$ cat src/rtl/cv32e40p_apu_core_pkg.sv
// Shared APU channel widths plus the initiator's state encoding and request payload.
package cv32e40p_apu_core_pkg;

  localparam int APU_NARGS_CPU    = 3;
  localparam int APU_WOP_CPU      = 6;
  localparam int APU_NDSFLAGS_CPU = 15;
  localparam int APU_NUSFLAGS_CPU = 5;

  typedef enum logic [0:0] {
    IDLE = 1'b0,
    REQ  = 1'b1
  } apu_init_state_e;

  typedef struct packed {
    logic [APU_NARGS_CPU-1:0][31:0] operands;
    logic [APU_WOP_CPU-1:0]         op;
    logic [APU_NDSFLAGS_CPU-1:0]    flags;
  } apu_req_payload_t;

endpackage

$ cat src/rtl/cv32e40n_apu_tag_fifo.sv
// In-order tag FIFO for granted APU operations; push and pop may share a cycle when non-empty.
module cv32e40n_apu_tag_fifo #(
  parameter int DEPTH = 2,
  parameter int WIDTH = 5,
  localparam int CNT_W = $clog2(DEPTH + 1)
) (
  input  logic             clk_i,
  input  logic             rst_ni,
  input  logic             push_i,
  input  logic [WIDTH-1:0] data_i,
  input  logic             pop_i,
  output logic [WIDTH-1:0] data_o,
  output logic             full_o,
  output logic             empty_o,
  output logic [CNT_W-1:0] count_o
);

  localparam int PTR_W = (DEPTH > 1) ? $clog2(DEPTH) : 1;

  logic [WIDTH-1:0] mem_q [DEPTH];
  logic [PTR_W-1:0] wr_ptr_q;
  logic [PTR_W-1:0] rd_ptr_q;
  logic [CNT_W-1:0] count_q;
  logic             do_push;
  logic             do_pop;

  // Pointers wrap modulo DEPTH, which need not be a power of two.
  function automatic logic [PTR_W-1:0] ptr_inc(input logic [PTR_W-1:0] p);
    return (p == PTR_W'(DEPTH - 1)) ? '0 : p + PTR_W'(1);
  endfunction

  assign full_o  = (count_q == CNT_W'(DEPTH));
  assign empty_o = (count_q == '0);
  assign count_o = count_q;
  assign data_o  = mem_q[rd_ptr_q];

  assign do_pop  = pop_i && !empty_o;
  assign do_push = push_i && (!full_o || do_pop);

  always_ff @(posedge clk_i) begin
    if (do_push) begin
      mem_q[wr_ptr_q] <= data_i;
    end
  end

  always_ff @(posedge clk_i or negedge rst_ni) begin
    if (!rst_ni) begin
      wr_ptr_q <= '0;
      rd_ptr_q <= '0;
      count_q  <= '0;
    end else begin
      if (do_push) begin
        wr_ptr_q <= ptr_inc(wr_ptr_q);
      end
      if (do_pop) begin
        rd_ptr_q <= ptr_inc(rd_ptr_q);
      end
      if (do_push && !do_pop) begin
        count_q <= count_q + CNT_W'(1);
      end else if (!do_push && do_pop) begin
        count_q <= count_q - CNT_W'(1);
      end
    end
  end

endmodule

$ cat src/rtl/cv32e40n_apu_initiator.sv
// Core-side APU requester: holds one request until grant, tracks granted ops in order and
// returns each result with its tag. Handshake: issue transfers when issue_valid_i && issue_ready_o.
module cv32e40n_apu_initiator
  import cv32e40p_apu_core_pkg::*;
#(
  parameter int MAX_OUTSTANDING = 2,
  parameter int TAG_W           = 5
) (
  input  logic                               clk_i,
  input  logic                               rst_ni,
  input  logic                               issue_valid_i,
  output logic                               issue_ready_o,
  input  logic [APU_NARGS_CPU-1:0][31:0]     issue_operands_i,
  input  logic [APU_WOP_CPU-1:0]             issue_op_i,
  input  logic [APU_NDSFLAGS_CPU-1:0]        issue_flags_i,
  input  logic [TAG_W-1:0]                   issue_tag_i,
  output logic                               apu_req_o,
  output logic [APU_NARGS_CPU-1:0][31:0]     apu_operands_o,
  output logic [APU_WOP_CPU-1:0]             apu_op_o,
  output logic [APU_NDSFLAGS_CPU-1:0]        apu_flags_o,
  input  logic                               apu_gnt_i,
  input  logic                               apu_rvalid_i,
  input  logic [31:0]                        apu_result_i,
  input  logic [APU_NUSFLAGS_CPU-1:0]        apu_flags_i,
  output logic                               res_valid_o,
  output logic [31:0]                        res_data_o,
  output logic [APU_NUSFLAGS_CPU-1:0]        res_flags_o,
  output logic [TAG_W-1:0]                   res_tag_o,
  output logic                               busy_o,
  output logic                               err_o
);

  localparam int CNT_W = $clog2(MAX_OUTSTANDING + 1);
  localparam logic [0:0] S_IDLE = IDLE;
  localparam logic [0:0] S_REQ  = REQ;

  logic [0:0]       state_q;
  apu_req_payload_t payload_q;
  logic [TAG_W-1:0] tag_q;
  logic [CNT_W-1:0] outstanding;
  logic [TAG_W-1:0] head_tag;
  logic             fifo_full;
  logic             fifo_empty;
  logic             accept;
  logic             grant;
  logic             pop;

  assign issue_ready_o = (state_q == S_IDLE) && !fifo_full;
  assign accept        = issue_valid_i && issue_ready_o;
  assign grant         = (state_q == S_REQ) && apu_gnt_i;
  // The FIFO count is registered, so a grant in this cycle cannot satisfy this cycle's rvalid.
  assign pop           = apu_rvalid_i && !fifo_empty;

  assign apu_req_o      = (state_q == S_REQ);
  assign apu_operands_o = payload_q.operands;
  assign apu_op_o       = payload_q.op;
  assign apu_flags_o    = payload_q.flags;
  assign busy_o         = apu_req_o || (outstanding != '0);

  always_ff @(posedge clk_i or negedge rst_ni) begin
    if (!rst_ni) begin
      state_q   <= S_IDLE;
      payload_q <= '0;
      tag_q     <= '0;
    end else begin
      case (state_q)
        S_IDLE: begin
          if (accept) begin
            state_q            <= S_REQ;
            payload_q.operands <= issue_operands_i;
            payload_q.op       <= issue_op_i;
            payload_q.flags    <= issue_flags_i;
            tag_q              <= issue_tag_i;
          end
        end
        S_REQ: begin
          if (apu_gnt_i) begin
            state_q <= S_IDLE;
          end
        end
        default: state_q <= S_IDLE;
      endcase
    end
  end

  cv32e40n_apu_tag_fifo #(
    .DEPTH (MAX_OUTSTANDING),
    .WIDTH (TAG_W)
  ) u_tag_fifo (
    .clk_i   (clk_i),
    .rst_ni  (rst_ni),
    .push_i  (grant),
    .data_i  (tag_q),
    .pop_i   (pop),
    .data_o  (head_tag),
    .full_o  (fifo_full),
    .empty_o (fifo_empty),
    .count_o (outstanding)
  );

  always_ff @(posedge clk_i or negedge rst_ni) begin
    if (!rst_ni) begin
      res_valid_o <= 1'b0;
      res_data_o  <= '0;
      res_flags_o <= '0;
      res_tag_o   <= '0;
      err_o       <= 1'b0;
    end else begin
      res_valid_o <= pop;
      if (pop) begin
        res_data_o  <= apu_result_i;
        res_flags_o <= apu_flags_i;
        res_tag_o   <= head_tag;
      end
      // A result with nothing previously granted is a responder protocol violation.
      if (apu_rvalid_i && fifo_empty) begin
        err_o <= 1'b1;
      end
    end
  end

endmodule

$ cat config.mk
export PLATFORM = sky130hd
export DESIGN_NAME = cv32e40n_apu_initiator
export DESIGN_NICKNAME = d
export VERILOG_FILES = /design/src/rtl/cv32e40p_apu_core_pkg.sv /design/src/rtl/cv32e40n_apu_tag_fifo.sv /design/src/rtl/cv32e40n_apu_initiator.sv
export SDC_FILE = /design/constraint.sdc
export NUM_CORES = 1
export LEC_CHECK = 0
export ABC_AREA = 1
export ABC_CLOCK_PERIOD_IN_PS = 2500
export BUFFER_PORTS_ARGS = -buffer_cell sky130_fd_sc_hd__buf_2
export CAP_MARGIN = 20
export CELL_PAD_IN_SITES_DETAIL_PLACEMENT = 2
export CELL_PAD_IN_SITES_GLOBAL_PLACEMENT = 2
export CORE_MARGIN = 2
export CORE_UTILIZATION = 26
export DETAILED_ROUTE_END_ITERATION = 12
export PLACE_DENSITY = 0.81
export SLEW_MARGIN = 20
export SYNTH_ARGS = -nofsm -noshare
export SYNTH_HDL_FRONTEND = slang
export SYNTH_HIERARCHICAL = 1
export SYNTH_SLANG_ARGS = --single-unit
$ cat constraint.sdc
create_clock -name clk_i -period 2.5 [get_ports clk_i]
set_input_delay 0.75 -clock clk_i [delete_from_list [all_inputs] [get_ports clk_i]]
set_output_delay 0.75 -clock clk_i [all_outputs]
set_load 0.05 [all_outputs]
# Yosys cells after proc, flatten, opt, wreduce, memory -nomap -nowiden
# Memories as Yosys holds them, arrays and structs flattened. A register that Yosys moved wholly into a read port is not among the register bits.
# Cells that the tools add are included.
# classes
n_reduce_logical	20
div	0
muxes	9
shifts	0
n_mul	0
n_bitwise	1
n_eq_ne	1
n_addsub	4
order_cmp	0
# op_table
cell	count
logical AND 1 bit	9
two-way mux 1 bit	6
logical NOT 1 bit	5
two-way mux 2 bit	2
nonzero test 2 bit	2
adder 1 bit (second input constant)	2
adder 2 x 1 -> 2 bit (second input constant)	1
equality test 2 bit (second input constant)	1
logical NOT 2 bit	1
logical OR 1 bit	2
one-hot mux 1 bit (2 select lines)	1
AND reduction 2 bit	1
subtractor 2 x 1 -> 2 bit (second input constant)	1
NOT 1 bit	1
# word_totals
memories	1
register_bits	166
rom_bits	0
ramBits	10
word_cells	50
latchBits	0
out_inout_bits	164
# mem_list
name	depth	width	read_ports	rd_clocked_by_memory_dff	wr	line	text
u_tag_fifo.mem_q	2	5	1	1	1	cv32e40n_apu_tag_fifo.sv:20	logic [WIDTH-1:0] mem_q [DEPTH];

# Depth between registers and ports, before layout
# Gate-level depths: netlist of run 1.
# logic_depth
ltp_word	10
mapped_depth	15
mapped_depth_nobuf	14

# By module
# The synthesis of run 1 kept the hierarchy.
# by_module_without_submodules
mod	cells_each	area_each_um2	n_inst
cv32e40n_apu_initiator	719	6454.9	1
cv32e40n_apu_tag_fifo	59	599.3	1

# Least setup slack after synthesis of run 1
# No wires, ideal clock.
# synth_timing
path_kind	flip-flop to output port
from	reg state_q (netlist: apu_req_o)
to	out issue_ready_o
arrival_time_ns	1.444
path_buffers	1
path_stages_with_launch	3
setup_slack_ns	0.306
path_cell_list	dfrtp_1 > nor2_4 > clkbuf_1
# synth_via
elab_chain_cells	2
# synth_lines
item	line	text
start, declared	cv32e40n_apu_initiator.sv:37	logic [0:0] state_q;
start signal, assigned	cv32e40n_apu_initiator.sv:62	state_q <= S_IDLE;
start signal, assigned	cv32e40n_apu_initiator.sv:69	state_q <= S_REQ;
start signal, assigned	cv32e40n_apu_initiator.sv:78	state_q <= S_IDLE;
NOT 1 bit (no source line)	n/a	
logical AND 1 bit	cv32e40n_apu_initiator.sv:48	assign issue_ready_o = (state_q == S_IDLE) && !fifo_full;
end, declared	cv32e40n_apu_initiator.sv:12	output logic issue_ready_o,
# Every way passes these cells.

# Final worst setup path of run 1
# layout_timing
from	reg u_tag_fifo.count_q[1] (netlist: u_tag_fifo/count_o[1])
to	out issue_ready_o
# layout_via
elab_chain_cells	3
# layout_lines
item	line	text
start, declared	cv32e40n_apu_tag_fifo.sv:23	logic [CNT_W-1:0] count_q;
start signal, assigned	cv32e40n_apu_tag_fifo.sv:59	count_q <= count_q + CNT_W'(1);
start signal, assigned	cv32e40n_apu_tag_fifo.sv:61	count_q <= count_q - CNT_W'(1);
equality test 2 bit	cv32e40n_apu_tag_fifo.sv:32	assign full_o = (count_q == CNT_W'(DEPTH));
named net fifo_full	cv32e40n_apu_initiator.sv:42	logic fifo_full;
logical NOT 1 bit	cv32e40n_apu_initiator.sv:48	
logical AND 1 bit	cv32e40n_apu_initiator.sv:48	
# The timed path passes the listed nets, and every way through them passes these cells.

==> run metrics, run 1 <==
non-filler cells, final=about 1400; Placement Setup Slack=0.368 ns; FMAX=425 MHz; Initial Util=26.3%; CTS tree=yes; hold_buf cts=0; final setup fails=0; status=finished clean; Setup Skew=between 0.015 and 0.02 ns; FILL cells=3096; Pwr per Cell Area=1740 mW/mm2; sequential share of the synthesized area=about two thirds; Root Driver=clkbuf_16; IO Port Bufs=327; post-synth design cell area=around 0.0071 mm2; CP Data Required Time=between 1.5 and 2 ns; Reg2Reg Launch Point=u_tag_fifo/count_o[0]$_DFFE_PN0P_; Finished Core Util=36.2%; post-CTS resize count=0; DR vias/cell=approximately 4.5; ranking of synthesized cells by area=dfrtp_1, nand2_1, nand3_1; Post-DRT Antenna Nets=0; CTS Buf Count=17; share of post-route cells with drive strength above 1=34.2%; # IOs=328; Sum Neg Setup Slack=0 ns; crit-path max FO=5; DR WL/cell=17.2 um; Longest Clk Path Bufs=2; Post-Syn Instances=between 700 and 800; initial DRC count=268; commonest non-fill, non-tap cell in the layout=nand2_1; Clock Latency Late Sink=around 0.43 ns; syn_nets=943; critical path endpoint category=output pin; Clock transition at path regs=0.08 ns; Worst Setup Path Type=reg2out; startpoint types=register; initial antenna violation count=4; relative slew slack=49.7%; CTS H-tree depth=4; unrepaired setup endpoints after global routing=no; Core ar.=0.0268 mm2; post-route worst setup slack=between 0.1 and 0.15 ns; placed cells=~1400; via count of the first global-routing pass=7147; DRC viols=0; std cell rows=60; post-synth top area cell=dfrtp_1; post-DP HPWL=17600 um; Avg Cell Area, Syn=9.07 um2; Die ar.=0.0285 mm2; Die X=~170 um; peak supply drop=slightly below 600 uV; Leak=5.53 nW; Synth cell types=20; CTS Sinks=181; most frequent cells in the layout=nand2_1, buf_2, dfrtp_1; Synth top area share=60.7%; Post-Route WL=24800 um; FF-to-FF End=u_tag_fifo/count_o[1]$_DFFE_PN0P_; Post CTS Setup Buffer Count=0; Yosys reg bits=181; Area Overhead vs Synth=37.4%; yosys warns=6; Tmin final=2.35 ns; fin crit share=94.1%; Slew Limit Fails=0; R2R depth=13; first-pass GRT wire length=39200 um; R2R Setup Slk=0.54 ns; pin count of the biggest net entering global routing=123; DR vias=about 6500; grt ovf=0; fin nets=1253; fin area=~0.0097 mm2; Pre-antenna DRT Iters=4; Total GRT Usage=17.5%; die height=between 150 and 200 um; Final Hold Viols=0; Tightest Pin Transition=around 0.75 ns; Hold Crit Class=in2async; Area after DPL=0.00905 mm2; WP data arrival=1.60 ns; maxcap violations=0; routability cong.=0.747
metal layers:
metal,wire length [um],global-route usage [%]
met5,0,0
met4,762,7.23
met3,1750,5.12
met2,12100,29.2
met1,10300,21.3
synthesized netlist by cell type (all sizes together):
master,count
nand4,1
o21ai,1
ha,1
inv,13
buf,33
nor2,6
a21o,1
clkinv,1
clkbuf,15
nand2,399
edfxtp,10
dfrtp,171
xnor2,1
nand3,125
sequential cells by signal (all words and copies together) (netlist names):
name / count
res_flags_o: 5
apu_req_o: 1
err_o: 1
apu_flags_o: 15
apu_operands_o: 96
apu_op_o: 6
u_tag_fifo/wr_ptr_q: 1
u_tag_fifo/count_o: 2
tag_q: 5
res_data_o: 32
u_tag_fifo/mem_q: 10
u_tag_fifo/rd_ptr_q: 1
res_tag_o: 5
res_valid_o: 1
stage by stage:
step / power [W] / hold slack [ns]
final: 0.0169 / 0.258
after global routing: 0.0179 / 0.267
after CTS: 0.0172 / 0.255
after detailed placement: 0.0142 / 0.441
after global placement: 0.0139 / 0.438
after floorplan: 0.0116 / 0.442
how the worst max path moves through the flow:
stage	slack [ns]	cells past startpoint	end	start
6_report	0.15	4	issue_ready_o	u_tag_fifo/count_o[1]$_DFFE_PN0P_
5_1_grt	0.03	4	issue_ready_o	u_tag_fifo/count_o[1]$_DFFE_PN0P_
4_1_cts	0.07	4	issue_ready_o	u_tag_fifo/count_o[1]$_DFFE_PN0P_
3_5_place_dp	0.37	12	u_tag_fifo/count_o[1]$_DFFE_PN0P_	apu_rvalid_i
3_3_place_gp	0.47	12	u_tag_fifo/count_o[1]$_DFFE_PN0P_	apu_rvalid_i
2_1_floorplan	0.31	2	issue_ready_o	apu_req_o$_DFF_PN0_
critical path, cell delays in order (launching register included):
cell and delay (ns):
dfrtp_1 0.45, inv_1 0.10, nor2_1 0.07, nor2_4 0.22, buf_2 0.32
kinds of logic (layout without fill, tap and decap cells):
logic type / count (synthesis) / count (layout) / share of synthesized area, %
buffers and inverters: 62 / 385 / 3.81
XOR/XNOR: 1 / 1 / 0.124
flip-flops: 181 / 181 / 64.9
AND/OR/NAND/NOR: 531 / 531 / 30.8
adder cells (fa/ha/maj): 1 / 1 / 0.177
other: 0 / 4 / 0
AO/OA/AOI/OAI: 2 / 2 / 0.177
where the power goes:
part           switching (W)  total (W)  internal, W
clock network        0.00140    0.00286      0.00146
logic                0.00714    0.00892      0.00178
registers           0.000742    0.00507      0.00433
layout make-up:
cell class	count	area, um2	share of cell area, %
well taps	341	427	4.40
multi-input cells	535	2210	22.8
flip-flops and latches	181	4580	47.2
repair buffers	339	1790	18.4
clock inverters	15	203	2.09
diodes	4	10.0	0.103
inverters	14	52.6	0.542
clock buffers	17	425	4.39
Note: power is estimated with default switching activity, not from simulation.
==> inputs of run 2 (changes only) <==
- ABC_AREA: 1 -> not set
- BUFFER_PORTS_ARGS: -buffer_cell sky130_fd_sc_hd__buf_2 -> not set
- CORE_UTILIZATION: 26 -> 41
- DONT_BUFFER_PORTS: not set -> 1
- PLACE_DENSITY: 0.81 -> 0.8
==> run metrics, run 2 <==
# IOs=328 (unchanged); maxcap violations=0 (unchanged); Avg Cell Area, Syn=17.3 um2 (was 9.07 um2); Initial Util=41.4% (was 26.3%); most common cell in the synthesized netlist=dfrtp_1 (was nand2_1); crit-path max FO=5 (unchanged); Tightest Pin Transition=0.532 ns (was 0.755 ns); XOR/XNOR share of the synthesized area=0.755% (was 0.124%); yosys warns=6 (unchanged); DR WL/cell=25.3 um (was 17.2 um); R2R Setup Slk=0.46 ns (was 0.54 ns); most frequent cells in the layout=dfrtp_1, mux2_2, mux2_1 (was nand2_1, buf_2, dfrtp_1); FMAX=438 MHz (was 425 MHz); grt ovf=0 (unchanged); Post-Route WL=16200 um (was 24800 um); Tmin final=2.29 ns (was 2.35 ns); unrepaired setup endpoints after global routing=no (unchanged); Root Driver=clkbuf_16 (unchanged); Post CTS Setup Buffer Count=0 (unchanged); commonest non-fill, non-tap cell in the layout=dfrtp_1 (was nand2_1); Total GRT Usage=18.8% (was 17.5%); CTS Buf Count=17 (unchanged); Clock transition at path regs=0.07 ns (was 0.08 ns); # diodes=0 (was 4); Synth cell types=22 (was 20); die height=133 um (was 169 um); Synth top area share=63.0% (was 60.7%); Async SR Flop Fraction=94.5% (unchanged); post-synth design cell area=0.00680 mm2 (was 0.00705 mm2); simple-gate area share of the yosys netlist=0.939% (was 30.8%); initial antenna violation count=2 (was 4); fin nets=570 (was 1253); syn_nets=558 (was 943); share of post-route cells with drive strength above 1=34.4% (was 34.2%); Hold Crit Class=in2async (unchanged); pin count of the biggest net entering global routing=172 (was 123); Die X=133 um (was 169 um); Post-DRT Antenna Nets=0 (unchanged); Largest register FFs=96 (unchanged); Longest Clk Path Bufs=2 (unchanged); Die ar.=0.0176 mm2 (was 0.0285 mm2); via count of the first global-routing pass=3896 (was 7147); status=finished clean (unchanged); Reg2Reg Launch Point=u_tag_fifo/count_o[0]$_DFFE_PN0P_ (unchanged); Clock Latency Late Sink=0.43 ns (about the same); Yosys reg bits=181 (unchanged); std cell rows=47 (was 60); max incr delay on CP=0.64 ns (was 0.45 ns); critical path endpoint category=output pin (unchanged); initial DRC count=91 (was 268); CTS Sinks=181 (unchanged); Top FF cell, synth=dfrtp_1 (unchanged); DR vias=3327 (was 6540); ranking of synthesized cells by area=dfrtp_1, mux2_2, mux2_1 (was dfrtp_1, nand2_1, nand3_1); Worst Setup Path Type=reg2out (unchanged); Slew Limit Fails=0 (unchanged); post-DP HPWL=11600 um (was 17600 um); Core ar.=0.0164 mm2 (was 0.0268 mm2); largest family of logic cells by synthesized area=multiplexers (was simple AND/OR/NAND/NOR gates); mux contribution to synthesized area=28.0% (was 0%); Post-synth EDFFs=10 (unchanged); Setup Skew=0.00770 ns (was 0.0159 ns); WP data arrival=1.54 ns (was 1.60 ns); buffer and inverter count on the worst path=0 (was 2); startpoint types=register (unchanged); Final Hold Viols=0 (unchanged); routability cong.=0.780 (was 0.747); Area Overhead vs Synth=12.6% (was 37.4%); Compound-Gate Fraction of Synth Area=0.423% (was 0.177%); CP Depth=1 (was 4); CTS H-tree depth=4 (unchanged); first-pass GRT wire length=24700 um (was 39200 um); IO Port Bufs=0 (was 327); worst-path cell chain=or3_1 (was inv_1 -> nor2_1 -> nor2_4 -> buf_2); Post-Synth Adder-Cell Area=0.184% (was 0.177%); post-synth top area cell=dfrtp_1 (unchanged); final setup fails=0 (unchanged); sequential share of the synthesized area=67.4% (was 64.9%); CTS tree=yes (unchanged); Sum Neg Setup Slack=0 ns (unchanged); post-CTS resize count=0 (unchanged); DRC viols=0 (unchanged); FF-to-FF End=apu_operands_o[3]$_DFFE_PN0P_ (was u_tag_fifo/count_o[1]$_DFFE_PN0P_); Post-Syn Instances=393 (was 778); fin crit share=91.4% (was 94.1%); largest delay contributor family on the critical path=simple AND/OR/NAND/NOR gates (was flip-flops); Pre-antenna DRT Iters=4 (unchanged); Post-synth top cells=dfrtp_1, mux2_2, mux2_1 (was nand2_1, dfrtp_1, nand3_1); DR vias/cell=5.21 (was 4.52); R2R depth=6 (was 13); CP Data Required Time=1.75 ns (about the same); relative slew slack=64.5% (was 49.7%); critical path's slowest cell=or3_1 (was dfrtp_1)
==> run 2: changes by cell type in the layout (fill, tap and decap cells not counted), sizes merged, moves of 5 or more <==
cell	before	now
dlygate4sd3	0	5
mux2	0	169
nand2	399	0
buf	339	7
nand3	125	0
inv	19	5
==> run 2: metal layers <==
layer | global-route usage, % | vias to the layer above | wire, um
met5 | 0 | - | 11
met4 | 7.71 | 2 | 275
met3 | 6.70 | 18 | 1360
met2 | 35.1 | 182 | 9090
met1 | 18.8 | 1730 | 5430
li1 | - | 1395 | -
==> run 2: kinds of logic (layout without fill, tap and decap cells) <==
family	count (synthesis)	count (layout)
flops	181	181
mux	169	169
buf+inv	23	48
simple gates	10	10
xor+xnor	5	5
compound gates	4	4
fa+ha+maj	1	1
==> run 2: how the worst max path moves through the flow <==
stage                                       from  slack, ns                                end
4_1_cts        u_tag_fifo/count_o[1]$_DFFE_PN0P_       0.18                             busy_o
3_5_place_dp   u_tag_fifo/count_o[0]$_DFFE_PN0P_       0.43         apu_flags_o[5]$_DFFE_PN0P_
6_report       u_tag_fifo/count_o[1]$_DFFE_PN0P_       0.21                             busy_o
2_1_floorplan                       apu_rvalid_i       0.42  u_tag_fifo/count_o[1]$_DFFE_PN0P_
5_1_grt        u_tag_fifo/count_o[0]$_DFFE_PN0P_       0.12                      issue_ready_o
3_3_place_gp                       issue_valid_i       0.51     apu_operands_o[24]$_DFFE_PN0P_
==> run 2: stage by stage <==
step | setup slack (ns) | cells | cell area (um2) | hold slack (ns) | util, %
floorplan | 0.423 | 393 | 6800 | 0.438 | -
global placement | 0.506 | 601 | 7030 | 0.445 | 42.9
detailed placement | 0.434 | 601 | 7030 | 0.455 | 42.9
CTS | 0.183 | 633 | 7600 | -0.0102 | 46.3
global route | 0.120 | 638 | 7650 | -0.000124 | 46.6
finish | 0.215 | 638 | 7650 | 0.0174 | 46.6
==> run 2: layout make-up <==
class | instances | area, um2
timing repair buffer | 12 | 140
fill | 1483 | 8750
multi-input combinational | 189 | 2070
sequential | 181 | 4580
clock buffer | 20 | 467
clock inverter | 12 | 104
tap | 220 | 275
inverter | 4 | 15.0
Power of run 2 is not shown: default switching activity piles up to over one toggle a cycle in this logic, so the estimate is an artifact.
